**src/rtl/spi_pkg.sv**
```systemverilog
// Shared encodings for the SPI transfer engine: FSM state codes, mode bit indices and widths.
package spi_pkg;

    localparam int NUM_CS   = 4;
    localparam int DATA_W   = 32;
    localparam int CPOL_BIT = 1;
    localparam int CPHA_BIT = 0;

    typedef enum logic [3:0] {
        ST_IDLE     = 4'hA,
        ST_CS_SETUP = 4'hB,
        ST_SHIFT    = 4'hC,
        ST_CS_HOLD  = 4'hD
    } spi_state_t;

    // Picks the {CPOL,CPHA} pair that belongs to one chip select.
    function automatic logic [1:0] mode_of(input logic [7:0] modes, input logic [1:0] cs);
        logic [1:0] m;
        case (cs)
            2'd0:    m = modes[1:0];
            2'd1:    m = modes[3:2];
            2'd2:    m = modes[5:4];
            default: m = modes[7:6];
        endcase
        return m;
    endfunction

endpackage

```
**src/rtl/spi_half_tick.sv**
```systemverilog
// Half-period tick generator: one-cycle tick every max(brd,1) clk cycles, restartable.
module spi_half_tick (
    input  logic        clk,
    input  logic        reset,
    input  logic [31:0] brd,
    input  logic        restart,
    output logic        tick
);

    logic [31:0] cnt;
    logic [31:0] reload;

    // brd of 0 behaves as 1, i.e. a tick on every cycle.
    assign reload = (brd == 32'd0) ? 32'd0 : brd - 32'd1;

    always_ff @(posedge clk or posedge reset) begin
        if (reset) begin
            cnt <= 32'd0;
        end else if (restart || cnt == 32'd0) begin
            cnt <= reload;
        end else begin
            cnt <= cnt - 32'd1;
        end
    end

    assign tick = !restart && (cnt == 32'd0);

endmodule

```
**src/rtl/spi_xfer_sequencer.sv**
```systemverilog
// SPI transfer engine: TX FIFO pop, chip-select control, SCLK modes 0-3, MSB-first shifting, RX push.
// Optional back-to-back bursts with CS held low are enabled by defining SPI_CS_BURST_EN.
module spi_xfer_sequencer
    import spi_pkg::*;
(
    input  logic              clk,
    input  logic              reset,
    input  logic              enable,
    input  logic [4:0]        word_size,
    input  logic [1:0]        cs_select,
    input  logic [3:0]        cs_auto,
    input  logic [3:0]        cs_enable,
    input  logic [7:0]        modes,
    input  logic [31:0]       brd,
    input  logic              tx_empty,
    input  logic [DATA_W-1:0] tx_data,
    output logic              tx_pop,
    input  logic              rx_full,
    output logic              rx_push,
    output logic [DATA_W-1:0] rx_data,
    output logic              rx_overflow,
    output logic              busy,
    output logic              spi_clk,
    output logic              spi_tx,
    input  logic              spi_rx,
    output logic [3:0]        spi_cs,
    output logic [3:0]        state_dbg
);

    spi_state_t        state, state_next;
    logic [4:0]        ws_q;
    logic [1:0]        cs_q, cs_q_next;
    logic              cpol_q, cpha_q;
    logic [DATA_W-1:0] tx_sr, rx_sr, rx_word;
    logic [6:0]        edge_cnt, edge_idx, edge_total;
    logic              sclk;
    logic [3:0]        cs_r, cs_next;
    logic              rx_s1, rx_s2, sample_d1;
    logic              tick, last_edge, edge_odd, shift_evt, sample_evt;
    logic              in_shift_tick, hold_done, load;
    logic [1:0]        mode_live;
    logic              cpol_live;

    spi_half_tick u_half_tick (
        .clk     (clk),
        .reset   (reset),
        .brd     (brd),
        .restart (state == ST_IDLE),
        .tick    (tick)
    );

    assign mode_live  = mode_of(modes, cs_select);
    assign cpol_live  = mode_live[CPOL_BIT];

    // Edges are numbered 1..2*(ws+1); odd edges are leading, even edges trailing.
    assign edge_idx   = edge_cnt + 7'd1;
    assign edge_total = {1'b0, ws_q, 1'b0} + 7'd2;
    assign last_edge  = (edge_idx == edge_total);
    assign edge_odd   = edge_idx[0];
    assign shift_evt  = cpha_q ? (edge_odd && edge_idx != 7'd1) : !edge_odd;
    assign sample_evt = cpha_q ? !edge_odd : edge_odd;
    assign in_shift_tick = (state == ST_SHIFT) && tick && enable;

    // FIFO handshakes: a TX word transfers on any cycle with !tx_empty && tx_pop; an RX word
    // transfers on rx_push, which is only raised when !rx_full (otherwise rx_overflow pulses).
    always_comb begin
        state_next = state;
        tx_pop     = 1'b0;
        hold_done  = 1'b0;
        case (state)
            ST_IDLE: begin
                if (enable && !tx_empty) begin
                    tx_pop     = 1'b1;
                    state_next = ST_CS_SETUP;
                end
            end
            ST_CS_SETUP: begin
                if (!enable)   state_next = ST_IDLE;
                else if (tick) state_next = ST_SHIFT;
            end
            ST_SHIFT: begin
                if (!enable)                state_next = ST_IDLE;
                else if (tick && last_edge) state_next = ST_CS_HOLD;
            end
            ST_CS_HOLD: begin
                if (!enable) begin
                    state_next = ST_IDLE;
                end else if (tick) begin
                    hold_done  = 1'b1;
                    state_next = ST_IDLE;
`ifdef SPI_CS_BURST_EN
                    if (!tx_empty && cs_select == cs_q && cs_auto[cs_q]) begin
                        tx_pop     = 1'b1;
                        state_next = ST_SHIFT;
                    end
`endif
                end
            end
            default: state_next = ST_IDLE;
        endcase
    end

    assign load      = tx_pop;
    assign cs_q_next = (load && state == ST_IDLE) ? cs_select : cs_q;

    // CS lines are registered from the next state so they move exactly with the FSM.
    always_comb begin
        cs_next = 4'hF;
        for (int n = 0; n < NUM_CS; n++) begin
            if (cs_auto[n]) cs_next[n] = !(state_next != ST_IDLE && cs_q_next == 2'(n));
            else            cs_next[n] = !cs_enable[n];
        end
    end

    // The final sample can still be in flight on the push cycle, so it is forwarded here.
    assign rx_word = sample_d1 ? {rx_sr[DATA_W-2:0], rx_s2} : rx_sr;

    always_ff @(posedge clk or posedge reset) begin
        if (reset) begin
            state     <= ST_IDLE;
            ws_q      <= 5'd0;
            cs_q      <= 2'd0;
            cpol_q    <= 1'b0;
            cpha_q    <= 1'b0;
            tx_sr     <= '0;
            rx_sr     <= '0;
            edge_cnt  <= 7'd0;
            sclk      <= 1'b0;
            cs_r      <= 4'hF;
            rx_s1     <= 1'b0;
            rx_s2     <= 1'b0;
            sample_d1 <= 1'b0;
        end else begin
            state     <= state_next;
            cs_r      <= cs_next;
            rx_s1     <= spi_rx;
            rx_s2     <= rx_s1;
            sample_d1 <= in_shift_tick && sample_evt;
            if (load) begin
                ws_q     <= word_size;
                tx_sr    <= tx_data << (5'd31 - word_size);
                edge_cnt <= 7'd0;
                rx_sr    <= '0;
                if (state == ST_IDLE) begin
                    cs_q   <= cs_select;
                    cpol_q <= mode_live[CPOL_BIT];
                    cpha_q <= mode_live[CPHA_BIT];
                end
            end else begin
                if (in_shift_tick) begin
                    edge_cnt <= edge_idx;
                    if (shift_evt) tx_sr <= tx_sr << 1;
                end
                if (sample_d1) rx_sr <= rx_word;
            end
            if (state_next == ST_IDLE || state == ST_IDLE) sclk <= cpol_live;
            else if (in_shift_tick)                          sclk <= ~sclk;
        end
    end

    assign rx_data     = rx_word;
    assign rx_push     = hold_done && !rx_full;
    assign rx_overflow = hold_done && rx_full;
    assign busy        = (state != ST_IDLE);
    assign spi_clk     = sclk;
    assign spi_tx      = (state != ST_IDLE) && tx_sr[DATA_W-1];
    assign spi_cs      = cs_r;
    assign state_dbg   = state;

endmodule

```
**config.mk**
```make
export PLATFORM = sky130hd
export DESIGN_NAME = spi_xfer_sequencer
export DESIGN_NICKNAME = d
export VERILOG_FILES = /design/src/rtl/spi_pkg.sv /design/src/rtl/spi_half_tick.sv /design/src/rtl/spi_xfer_sequencer.sv
export SDC_FILE = /design/constraint.sdc
export NUM_CORES = 1
export LEC_CHECK = 0
export ABC_CLOCK_PERIOD_IN_PS = 7800
export CELL_PAD_IN_SITES_DETAIL_PLACEMENT = 0
export CELL_PAD_IN_SITES_GLOBAL_PLACEMENT = 1
export CORE_UTILIZATION = 23
export CTS_CLUSTER_SIZE = 8
export DETAILED_ROUTE_END_ITERATION = 12
export HOLD_SLACK_MARGIN = 0.02
export PLACE_DENSITY = 0.61
export RECOVER_POWER = 50
export SKIP_LAST_GASP = 1
export SLEW_MARGIN = 20
export SYNTH_ARGS = -nofsm -noshare
export SYNTH_HDL_FRONTEND = slang
export SYNTH_SLANG_ARGS = --single-unit
```
**constraint.sdc**
```tcl
create_clock -name clk -period 7.8 [get_ports clk]
set_input_delay 0.78 -clock clk [delete_from_list [all_inputs] [get_ports clk]]
set_output_delay 0.78 -clock clk [all_outputs]
set_load 0.01 [all_outputs]
```
* After elaboration in Yosys (flattened, before gate mapping)
Cells that the tools add are included.
** Cells by class
- Muxes and demuxes :: 33
- Bitwise logic cells :: 1
- Shifts and indexed selects :: 1
- Eq/ne operators :: 14
- Reduce and logical (&&, ||, !) cells :: 39
- Add/subtract/negate cells :: 5
** Operators by type and width (number)
- $mux W32 :: 8
- $logic_not A32 Y1 :: 2
- $sub A32 B1 Y32 const B :: 2
- $shl A32 B5 Y32 :: 1
- $mux W4 :: 7
- $eq A4 B4 Y1 const B :: 5
- $pmux W4 S4 :: 1
- $logic_and A1 B1 Y1 :: 15
- $mux W7 :: 2
- $mux W1 :: 13
- $logic_not A1 Y1 :: 12
- $ne A4 B4 Y1 const B :: 2
- $reduce_bool A2 Y1 :: 4
- $add A6 B2 Y7 const B :: 1
- $add A7 B1 Y7 const B :: 1
- $eq A7 B7 Y1 :: 1
- $ne A7 B1 Y1 const B :: 1
- $eq A2 B2 Y1 const B :: 3
- $pmux W2 S3 :: 1
- $sub A5 B5 Y5 const A :: 1
- $eq A2 B1 Y1 const B :: 2
- $logic_not A2 Y1 :: 2
- $reduce_and A2 Y1 :: 2
- $logic_or A1 B1 Y1 :: 2
- other kinds (2) :: 2
** Storage, ports and cells
- Output and inout port bits :: 46
- Input bits :: 93
- Word-level logic and storage cells :: 106
- Bits in registers :: 123

* Logic depth before layout (Yosys ltp)
Gate-level depths: netlist of run 1.
- Depth in word-level cells :: 11
- Mapped depth :: 11
- Mapped depth without buffers :: 9

* Cells and area by module
A second synthesis of run 1 with hierarchy kept.
** Unflattened totals
- Cells, all modules :: 805
- Area, all modules :: 8399.3 um^2
** By module, submodules not included
- spi_xfer_sequencer :: area an instance 5921.9 um^2, times used 1, seq. area each 2284.7 um^2, cells each 544
- spi_half_tick :: area an instance 2477.4 um^2, times used 1, seq. area each 800.8 um^2, cells each 261

* Worst setup path after synthesis of run 1
OpenSTA, ideal clock, no wires.
- Kind :: input to register
- Start point :: input port brd[20]
- End point :: register u_half_tick.cnt[29]
- Slack :: 4487 ps
- Path buffers :: 1
- Arrival :: 3173 ps
- Library setup time :: 141 ps
- Data required time :: 7659 ps
- Cell stages on the path :: 7
- Cells stage by stage :: or4_1 or4b_2 nor4_1 nand2b_1 o31ai_1 clkbuf_1 o22ai_1
** On the way
- Word-level cells in the longest chain between the ends :: 3
- Elaborated cells on any way between the ends :: 4
- Classes of those cells :: add/sub: 1; mux: 2; reduce/logical: 1
** Ends and longest elaborated chain
- start: declaration :: RTL line spi_xfer_sequencer.sv:14 : input logic [31:0] brd,
- $sub A32 B1 Y32 / $logic_not A32 Y1 (equally long branches) :: RTL line spi_half_tick.sv:14 : assign reload = (brd == 32'd0) ? 32'd0 : brd - 32'd1;
- $mux W32 (*) :: RTL line spi_half_tick.sv:14
- $mux W32 (*) :: RTL line spi_half_tick.sv:19 : end else if (restart || cnt == 32'd0) begin
- end signal: assignment :: RTL line spi_half_tick.sv:20 : cnt <= reload;
- end signal: assignment :: RTL line spi_half_tick.sv:22 : cnt <= cnt - 32'd1;
- end: declaration :: RTL line spi_half_tick.sv:10 : logic [31:0] cnt;
Mark *: on every way between the ends. The rest lies on a longest branch, timed or not.
A chain may end at the register's enable or synchronous reset.

* Worst setup path in the final report of run 1
- Start point :: register u_half_tick.cnt[26]
- End point :: output port rx_overflow
** On the way
- Word-level cells in the longest chain between the ends :: 6
** Ends and longest elaborated chain
- $logic_not A32 Y1 :: RTL line spi_half_tick.sv:26 : assign tick = !restart && (cnt == 32'd0);
- $logic_and A1 B1 Y1 :: RTL line spi_half_tick.sv:26
- $mux W1 :: RTL line spi_xfer_sequencer.sv:88 : end else if (tick) begin
- $mux W1 :: RTL line spi_xfer_sequencer.sv:86 : if (!enable) begin
- $mux W1 :: RTL line spi_xfer_sequencer.sv:70 : case (state)
- $logic_and A1 B1 Y1 :: RTL line spi_xfer_sequencer.sv:163 : assign rx_overflow = hold_done && rx_full;
- end: declaration :: RTL line spi_xfer_sequencer.sv:21 : output logic rx_overflow,
No other way between the ends.

==> results.py, run 1 <==
metrics = {
    "floorplan": {
        "core_um2": 34500,
        "die_w_um": 189,
        "start_util_pct": 23.3,
        "rows": 68,
        "die_h_um": 189,
        "io_pins": 139,
        "die_area_um2": 35600,
    },
    "worst_setup_path": {
        "crit_fanout": 7,
        "critPathBufInv": 1,
        "setup.worst_path.end_class": "output pin",
        "start_kind": "flop",
        "reg2regPathDepth": 7,
        "worstSetupPathType": "reg -> out",
        "crit_chain": "or4_1, or4_1, or3_1, nor4_2, and3_1, clkdlybuf4s50_1",
        "arrival_ps": 3580,
        "required_ps": 7020,
        "cp_common_cell": "or4_1",
        "path_depth": 6,
        "path_delay_family": "simple AND/OR/NAND/NOR gates",
        "rrSetupSlack_ps": 3900,
        "slowest_delay_ps": 580,
        "slowest_stage": "or4_1",
    },
    "run_status": {
        "status": "complete, but fails checks",
        "violations": "capacitance limit, slew limit",
    },
    "hold_path": {
        "hold_depth": 0,
        "hp-class": "reg -> reg",
    },
    "synth": {
        "syn_area_per_cell_um2": 9.89,
        "syn-cell-area_um2": 8020,
        "synth_cell_types": 49,
        "yosysWarnings": 0,
        "synth-seq-cells": 123,
        "yosys_most_used_dff": "dfrtp_1",
        "syn_nets": 910,
        "synth.yosys.seq_area_share_pct": 38.5,
        "synth_edf_count": 0,
        "async_flop_share_pct": 100,
        "synthCells": 811,
    },
    "cells_and_area": {
        "drive_gt1_share_pct": 13.5,
        "syn2layout_area_growth_pct": 30.0,
        "fillers": 3640,
        "multi_input_area_um2": 4670,
        "fin_nets": 1019,
        "stdcell_area_um2": 10400,
        "diodes": 0,
        "seq_area_um2": 3090,
    },
    "sta": {
        "hold_ws_ps": 347,
        "hold_viol_final": 0,
        "max_freq_ghz": 0.230,
        "fin_crit_ps": 4360,
        "rsz0062_at_grt": "false",
        "setup-tns-final_ps": 0,
        "maxSlewViolCount": 43,
        "setup_viol": 0,
        "period_share_pct": 55.8,
        "skew_ps": 17.1,
        "slew_headroom_pct": -26.9,
        "worst_pin_slew_ps": 1890,
    },
    "pwr": {
        "combPwrFrac_pct": 18.0,
        "power_frac_seq_pct": 39.3,
        "p_clk_share_pct": 42.7,
        "power_w": 0.00192,
        "switching_share_pct": 28.6,
        "leakagePower_nw": 4.21,
        "netSwitchingPower_w": 0.000549,
        "vdd_drop_max_uv": 154,
        "p_int_w": 0.00137,
        "powerDensity_nw_per_um2": 184,
    },
    "cts": {
        "cts_sinks": 123,
        "holdBufCountCts": 0,
        "cts_buffers": 17,
        "ctsResizeCount": 0,
        "htreeDepth": 4,
        "root_buffer": "clkbuf_16",
        "insertion_delay_ps": 420,
        "clockBufferDepth": 2,
        "cts.reportedPaths.clkPinSlew_ps": 70,
        "postCtsSetupBuffers": 0,
        "cts_tree": "built",
    },
    "routing": {
        "wl_per_cell_um": 15.9,
        "drc": 0,
        "drt_iter0_drc": 320,
        "drt-total-wl_mm": 22.1,
        "drtAntennaViolNets": 0,
        "vias": 6516,
        "vias_per_cell": 4.69,
        "drt_pre_antenna_iters": 4,
    },
    "place": {
        "placed_area_um2": 9810,
        "portBuffers": 138,
        "hpwl_mm": 16.1,
        "place.gp.congestion": 0.780,
    },
    "job": {
        "cap_viol_max_count": 1,
    },
    "grt": {
        "grt_pass1_wl_mm": 35.5,
        "grt_pass1_vias": 6428,
        "antenna_found_initial": 0,
        "grt_remaining_overflow": 0,
        "grt_usage_pct": 12.6,
        "grt_max_degree": 83,
    },
}
## placed cells by master, fill, tap and decap left out, drive strengths merged, types with 5 or more instances in the layout
| master | synthesis | layout |
|---|---|---|
| o22ai | 38 | 38 |
| dfrtp | 117 | 117 |
| or3 | 5 | 5 |
| ha | 6 | 6 |
| nor2 | 49 | 49 |
| inv | 14 | 19 |
| a2bb2oi | 7 | 7 |
| buf | 12 | 10 |
| xnor2 | 37 | 37 |
| a31oi | 5 | 5 |
| nand2b | 5 | 5 |
| nand2 | 80 | 80 |
| nor3 | 18 | 18 |
| mux2 | 39 | 39 |
| nor2b | 7 | 7 |
| nor4 | 15 | 15 |
| o31ai | 5 | 5 |
| nand3b | 7 | 7 |
| nand3 | 25 | 25 |
| dlygate4sd3 | 0 | 8 |
| o21ai | 46 | 46 |
| mux4 | 30 | 30 |
| or4 | 14 | 14 |
| clkbuf | 44 | 19 |
| clkdlybuf4s50 | 0 | 128 |
| xor2 | 31 | 31 |
| and2 | 33 | 33 |
| a21oi | 13 | 13 |
| dfstp | 6 | 6 |
| mux2i | 57 | 57 |
## flip-flops by register name, indices dropped and copies added (netlist names)
register	count
u_half_tick.cnt	32
spi_cs	4
sample_d1	1
spi_clk	1
edge_cnt	7
cpha_q	1
rx_s1	1
tx_sr	32
cs_q	2
rx_s2	1
state_dbg	4
rx_sr	32
ws_q	5
## Yosys cell counts, types with 5 or more instances
library cell	number	share of area (%)
nand3_1	25	1.6
inv_1	13	0.61
o21ai_1	8	0.50
nor2b_1	7	0.55
a21oi_1	13	0.81
o31ai_1	5	0.47
nand2_1	80	3.7
mux2_2	39	5.5
o22ai_1	38	3.0
xor2_1	31	3.4
mux4_2	30	8.4
nand2b_1	5	0.39
ha_1	6	0.94
nand3b_1	7	0.66
nor3_1	18	1.1
o21ai_0	38	2.4
a31oi_1	5	0.39
buf_1	7	0.33
or3_1	5	0.39
nor2_1	49	2.3
a2bb2oi_1	7	0.76
and2_1	33	2.6
or4_1	14	1.3
xnor2_1	37	4.0
dfrtp_1	117	36
dfstp_2	6	2.0
mux2i_1	57	7.1
nor4_1	15	1.2
clkbuf_1	44	2.1
## final cells by class
cell class	count	share of cell area [%]
Clock inverter	13	1.49
Timing Repair Buffer	146	13.8
Tap cell	455	5.46
Sequential cell	123	29.6
Clock buffer	19	4.34
Inverter	15	0.552
Multi-Input combinational cell	617	44.8
## routing by layer
metal  wire, um  GRT usage (%)  vias to the layer above
met1      10400           16.8                     3197
met2      10700           20.8                      122
li1           -              -                     3180
met5          0              0                        -
met3        728           2.29                       17
met4        303           3.26                        0
## kinds of logic after synthesis
| group | after synthesis | share of synthesized area [%] |
|---|---|---|
| fa+ha+maj | 6 | 0.936 |
| simple gates | 279 | 17.8 |
| xor+xnor | 68 | 7.42 |
| mux | 126 | 21.0 |
| buf+inv | 71 | 3.71 |
| other cells | 1 | 0.0467 |
| flops | 123 | 38.5 |
| compound gates | 137 | 10.6 |
## power groups by stage
stage / clock, W / sequential, W / combinational (W)
4_1_cts: 0.000850 / 0.000756 / 0.000351
6_report: 0.000821 / 0.000755 / 0.000345
5_1_grt: 0.000879 / 0.000764 / 0.000382
2_1_floorplan: 0 / 0.000753 / 0.000223
3_5_place_dp: 0 / 0.000766 / 0.000349
3_3_place_gp: 0 / 0.000765 / 0.000347
## worst paths after layout
kind                                                from                   end
setup / recovery           u_half_tick.cnt[26]$_DFF_PP0_           rx_overflow
hold / removal                           rx_s1$_DFF_PP0_       rx_s2$_DFF_PP0_
setup reg to reg           u_half_tick.cnt[26]$_DFF_PP0_  tx_sr[7]$_DFFE_PP0P_
hold reg to reg                          rx_s1$_DFF_PP0_       rx_s2$_DFF_PP0_
max in group asynchronous                          reset    cpha_q$_DFFE_PP0P_
min in group asynchronous                          reset   spi_clk$_DFFE_PP0P_
## metrics by stage
stage	cells	setup WS, ps	util, %
4_1_cts	1388	3070	30.2
3_5_place_dp	1356	3530	28.5
6_report	1388	3440	30.3
5_1_grt	1388	3270	30.3
2_1_floorplan	811	3760	-
3_3_place_gp	1356	3560	28.5
(Power assumes the default switching activity.)
==> run 2: changes to the inputs <==
--- a/config.mk
+++ b/config.mk
@@ -5,14 +5,14 @@
 export SDC_FILE = /design/constraint.sdc
 export NUM_CORES = 1
 export LEC_CHECK = 0
-export ABC_CLOCK_PERIOD_IN_PS = 7800
+export ABC_CLOCK_PERIOD_IN_PS = 3800
 export CELL_PAD_IN_SITES_DETAIL_PLACEMENT = 0
 export CELL_PAD_IN_SITES_GLOBAL_PLACEMENT = 1
 export CORE_UTILIZATION = 23
 export CTS_CLUSTER_SIZE = 8
 export DETAILED_ROUTE_END_ITERATION = 12
 export HOLD_SLACK_MARGIN = 0.02
-export PLACE_DENSITY = 0.61
+export PLACE_DENSITY = 0.63
 export RECOVER_POWER = 50
 export SKIP_LAST_GASP = 1
 export SLEW_MARGIN = 20
==> constraint.sdc (replaced) <==
create_clock -name clk -period 3.8 [get_ports clk]
set_input_delay 0.38 -clock clk [delete_from_list [all_inputs] [get_ports clk]]
set_output_delay 0.38 -clock clk [all_outputs]
set_load 0.01 [all_outputs]
==> results.py, run 2 (synthesis results as in run 1) <==
metrics = {
    "run_status": {
        "status": "complete, but fails checks",
        "violations": "capacitance limit, slew limit",
    },
    "place": {
        "portBuffers": 138,
        "placed_area_um2": 9970,
        "place.gp.congestion": 0.771,
        "place_inst": 1374,
        "hpwl_mm": 16.2,
    },
    "sta": {
        "max_freq_ghz": 0.276,
        "setup_viol": 0,
        "rsz0062_at_grt": "false",
        "period_share_pct": 95.4,
        "setup-tns-final_ps": 0,
        "maxSlewViolCount": 53,
        "hold_viol_final": 0,
        "slew_headroom_pct": -62.9,
        "fin_crit_ps": 3630,
        "skew_ps": 17.4,
        "worst_pin_slew_ps": 2430,
    },
    "cts": {
        "postCtsSetupBuffers": 0,
        "cts_buffers": 17,
        "cts_sinks": 123,
        "clockBufferDepth": 2,
        "cts.reportedPaths.clkPinSlew_ps": 70,
        "htreeDepth": 4,
        "cts_tree": "built",
        "insertion_delay_ps": 420,
        "root_buffer": "clkbuf_16",
    },
    "pwr": {
        "powerDensity_nw_per_um2": 373,
        "p_int_w": 0.00286,
        "switching_share_pct": 27.4,
        "vdd_drop_max_uv": 264,
        "p_clk_share_pct": 42.6,
        "leakagePower_nw": 4.30,
        "netSwitchingPower_w": 0.00108,
        "combPwrFrac_pct": 18.2,
        "power_frac_seq_pct": 39.3,
    },
    "cells_and_area": {
        "syn2layout_area_growth_pct": 31.8,
        "drive_gt1_share_pct": 14.8,
        "post_layout_nonfiller_instances": 1406,
        "layout_common_cells": "clkdlybuf4s50_1, dfrtp_1, nand2_1",
        "seq_area_um2": 3090,
        "multi_input_area_um2": 4670,
        "mostFrequentLayoutCell": "clkdlybuf4s50_1",
        "fin_nets": 1037,
        "reg_top3": "rx_sr x32, tx_sr x32, u_half_tick.cnt x32",
        "fillers": 3617,
        "diodes": 0,
        "stdcell_area_um2": 10600,
    },
    "worst_setup_path": {
        "slowest_delay_ps": 550,
        "crit_chain": "or4_1, or4_1, or3_1, nor4_2, buf_4, and3_1, clkdlybuf4s50_1",
        "crit_fanout": 7,
        "required_ps": 3420,
        "cp_common_cell": "or4_1",
        "slowest_stage": "or4_1",
        "arrival_ps": 3250,
        "path_delay_family": "simple AND/OR/NAND/NOR gates",
        "start_kind": "flop",
        "critPathBufInv": 2,
        "worstSetupPathType": "reg -> out",
        "setup.worst_path.end_class": "output pin",
    },
    "job": {
        "cap_viol_max_count": 1,
    },
    "routing": {
        "wl_per_cell_um": 15.3,
        "drt_iter0_drc": 364,
        "vias_per_cell": 4.70,
        "drtAntennaViolNets": 0,
        "drt_pre_antenna_iters": 5,
        "drc": 0,
        "vias": 6609,
        "drt-total-wl_mm": 21.5,
    },
    "grt": {
        "grt_max_degree": 53,
        "grt_use_met2_pct": 19.9,
        "met3_usage_pct": 2.33,
        "grt_remaining_overflow": 0,
        "antenna_found_initial": 0,
        "grt_pass1_wl_mm": 35.7,
        "grt_busiest_layer": "met2",
        "grt_pass1_vias": 6654,
        "grt_usage_pct": 12.5,
        "met1_usage_pct": 17.0,
    },
    "floorplan": {
        "io_pins": 139,
        "core_um2": 34500,
        "rows": 68,
        "die_w_um": 189,
        "die_area_um2": 35600,
        "die_h_um": 189,
        "start_util_pct": 23.3,
    },
    "hold_path": {
        "hp-class": "reg -> reg",
    },
}
[run 2: cell count changes in the layout (fill, tap and decap cells not counted), sizes merged]
cell,before,now
buf,10,24
bufinv,2,3
inv,19,15
clkbuf,19,23
dlygate4sd3,8,11
clkinv,3,7
clkdlybuf4s50,128,125
clkinvlp,4,3
[run 2: layout make-up]
| type | instances | area share [%] |
|---|---|---|
| clock buffer | 19 | 4.19 |
| multi-input combinational | 617 | 44.2 |
| timing repair buffer | 164 | 14.9 |
| inverter | 15 | 0.545 |
| sequential | 123 | 29.2 |
| clock inverter | 13 | 1.59 |
| tap | 455 | 5.39 |
[run 2: metal layers]
metal / share of wire, % / up-vias
met5: 0 / -
met4: 1.7 / 0
met3: 3.2 / 12
met2: 47 / 134
met1: 48 / 3246
li1: - / 3217
[run 2: worst reg2reg max path, stage by stage (launching register included)]
cell and delay (ps):
dfrtp_1 400, or4_1 550, or4_1 490, or4_1 450, or4_1 470, o21bai_4 320, buf_4 240, mux2i_1 150
o22ai_1 90
[run 2: power by group through the flow]
stage,combinational [W],sequential [W],clock [W]
finish,0.000717,0.00155,0.00168
detailed placement,0.000730,0.00157,0
floorplan,0.000458,0.00155,0
global route,0.000799,0.00157,0.00180
global placement,0.000722,0.00157,0
CTS,0.000733,0.00155,0.00174
[run 2: path summary, 6_finish.rpt]
kind | start | cells after the start | slack, ps | to
min in group asynchronous | reset | 2 | 1070 | u_half_tick.cnt[4]$_DFF_PP0_
min reg2reg | rx_s1$_DFF_PP0_ | 0 | 360 | rx_s2$_DFF_PP0_
min | rx_s1$_DFF_PP0_ | 0 | 360 | rx_s2$_DFF_PP0_
max in group asynchronous | reset | 3 | 870 | rx_s2$_DFF_PP0_
max reg2reg | u_half_tick.cnt[26]$_DFF_PP0_ | 8 | 490 | tx_sr[8]$_DFFE_PP0P_
max | u_half_tick.cnt[26]$_DFF_PP0_ | 7 | 170 | rx_overflow
[run 2: per-stage QoR]
stage	worst slack, ps	power (W)	utilization, %	hold slack [ps]
after detailed placement	202	0.00230	28.9	337
after global placement	311	0.00229	28.9	334
after CTS	88.6	0.00402	30.7	361
after floorplan	159	0.00200	-	331
after global routing	11.2	0.00417	30.7	380
final	174	0.00395	30.7	361
[run 2: repair_timing]
| item | 4_1_cts | 5_1_grt |
|---|---|---|
| hold buffers | 0 | 0 |
| gates resized for setup | 0 | 1 |
| setup endpoints to repair | 0 | 2 |
==> run 3: changes to the inputs <==
--- a/config.mk
+++ b/config.mk
@@ -11,9 +11,9 @@
 export CORE_UTILIZATION = 23
 export CTS_CLUSTER_SIZE = 8
 export DETAILED_ROUTE_END_ITERATION = 12
+export GPL_TIMING_DRIVEN = 0
 export HOLD_SLACK_MARGIN = 0.02
 export PLACE_DENSITY = 0.63
-export RECOVER_POWER = 50
 export SKIP_LAST_GASP = 1
 export SLEW_MARGIN = 20
 export SYNTH_ARGS = -nofsm -noshare
==> results.py, run 3 (synthesis results as in run 1) <==
metrics = {
    "grt": {
        "grt_pass1_vias": 6867,
        "antenna_found_initial": 0,
        "grt_pass1_wl_mm": 37.7,
        "grt_max_degree": 87,
        "grt_remaining_overflow": 0,
        "grt_usage_pct": 13.3,
    },
    "cts": {
        "cts_tree": "built",
        "root_buffer": "clkbuf_16",
        "cts.reportedPaths.clkPinSlew_ps": 70,
        "insertion_delay_ps": 420,
        "cts_sinks": 123,
        "clockBufferDepth": 2,
        "cts_buffers": 17,
        "htreeDepth": 4,
    },
    "cells_and_area": {
        "mostFrequentLayoutCell": "clkdlybuf4s50_1",
        "diodes": 0,
        "layout_common_cells": "clkdlybuf4s50_1, dfrtp_1, nand2_1",
        "fin_nets": 1064,
        "reg_top3": "rx_sr x32, tx_sr x32, u_half_tick.cnt x32",
        "syn2layout_area_growth_pct": 32.1,
        "drive_gt1_share_pct": 12.6,
        "post_layout_nonfiller_instances": 1433,
    },
    "worst_setup_path": {
        "cp_common_cell": "or4_1",
        "required_ps": 3420,
        "slowest_stage": "or4_1",
        "r2r-start": "u_half_tick.cnt[26]$_DFF_PP0_",
        "reg2regPathDepth": 10,
        "crit_fanout": 3,
        "worstSetupPathType": "reg -> out",
        "start_kind": "flop",
        "arrival_ps": 3260,
        "rrSetupSlack_ps": 440,
        "setup.worst_path.end_class": "output pin",
        "worstReg2RegEnd": "tx_sr[12]$_DFFE_PP0P_",
        "path_delay_family": "simple AND/OR/NAND/NOR gates",
        "critPathBufInv": 1,
        "slowest_delay_ps": 580,
        "crit_chain": "or4_1, or4_1, or3_1, nor4_4, and3_1, clkdlybuf4s50_1",
    },
    "sta": {
        "setup_viol": 0,
        "rsz0062_at_grt": "false",
        "hold_ws_ps": 332,
        "skew_ps": 12.1,
        "period_share_pct": 95.8,
        "worst_pin_slew_ps": 838,
        "maxSlewViolCount": 0,
        "hold_viol_final": 0,
        "fin_crit_ps": 3640,
        "slew_headroom_pct": 44.2,
        "max_freq_ghz": 0.275,
    },
    "place": {
        "place_inst": 1401,
        "place.gp.congestion": 0.817,
        "portBuffers": 134,
        "hpwl_mm": 17.4,
    },
    "routing": {
        "drtAntennaViolNets": 0,
        "drt-total-wl_mm": 22.7,
        "vias_per_cell": 4.70,
        "drt_iter0_drc": 268,
        "wl_per_cell_um": 15.8,
        "drt_pre_antenna_iters": 5,
        "vias": 6741,
        "drc": 0,
    },
    "job": {
        "cap_viol_max_count": 0,
    },
    "floorplan": {
        "die_h_um": 189,
        "rows": 68,
        "start_util_pct": 23.3,
        "die_w_um": 189,
        "io_pins": 139,
        "core_um2": 34500,
        "die_area_um2": 35600,
    },
    "hold_path": {
        "hp-class": "in -> async",
    },
    "pwr": {
        "vdd_drop_max_uv": 337,
        "leakagePower_nw": 4.29,
        "powerDensity_nw_per_um2": 374,
    },
    "run_status": {
        "status": "completed",
    },
}
## run 3: cell types whose count changed in the layout (fill, tap and decap cells not counted), moves of 3 or more
cell and delta:
clkdlybuf4s50_1 +9, buf_1 +7, clkinv_4 -4, dlygate4sd3_1 -11
clkbuf_1 +39, inv_8 +3, buf_6 +4, buf_4 -19
inv_6 +6
## run 3: report_power, final
group / switching [W] / internal, W / total (W)
registers: 0.000106 / 0.00144 / 0.00155
clock network: 0.000693 / 0.000991 / 0.00168
logic: 0.000365 / 0.000358 / 0.000723
total: 0.00117 / 0.00279 / 0.00396
## run 3: layout make-up
type / count / area (um^2)
multi-input combinational: 617 / 4660
sequential: 123 / 3090
fill: 3592 / 23900
inverter: 15 / 63.8
tap: 455 / 569
clock buffer: 17 / 425
buffer: 55 / 238
clock inverter: 15 / 175
timing repair buffer: 136 / 1380
## run 3: worst register-to-register path, delay by kind of cell, from the launching register on
family / cells / cell delay (ps)
AOI/OAI and AO/OA: 2 / 290
buffers and inverters: 3 / 460
DFF: 1 / 400
muxes: 1 / 170
and+or+nand+nor: 4 / 1900
## run 3: repair_timing
item,4_1_cts,5_1_grt
hold buffers,0,0
gates resized for setup,1,0
buffers inserted,1,0
setup endpoints to repair,3,2
pin swaps,1,1
## run 3: worst max-delay path by stage
stage / endpoint / depth (start not counted) / from
2_1_floorplan: cpha_q$_DFFE_PP0P_ / 1 / reset
3_3_place_gp: rx_sr[9]$_DFFE_PP0P_ / 2 / reset
3_5_place_dp: u_half_tick.cnt[4]$_DFF_PP0_ / 8 / brd[18]
4_1_cts: rx_overflow / 6 / u_half_tick.cnt[26]$_DFF_PP0_
5_1_grt: tx_pop / 6 / state_dbg[0]$_DFF_PP0_
6_report: rx_overflow / 6 / u_half_tick.cnt[26]$_DFF_PP0_
## run 3: layer usage
layer  GRT usage, %  share of wire, %  up-vias
met3           2.42               4.0       18
met4           3.60               1.5        0
met2           21.1                46      154
met5              0                 0        -
li1               -                 -     3279
met1           18.5                48     3290
## run 3: stage by stage
stage	instance area, um^2	setup WS (ps)	total power, W	utilization (%)	TNS (ps)
after detailed placement	9970	-163	0.00230	28.9	-3710
after CTS	10600	32.1	0.00402	30.7	0
final	10600	161	0.00396	30.7	0
after floorplan	8020	159	0.00200	-	0
after global placement	9930	-1920	0.00229	28.8	-230440
after global routing	10600	1.85	0.00417	30.7	0
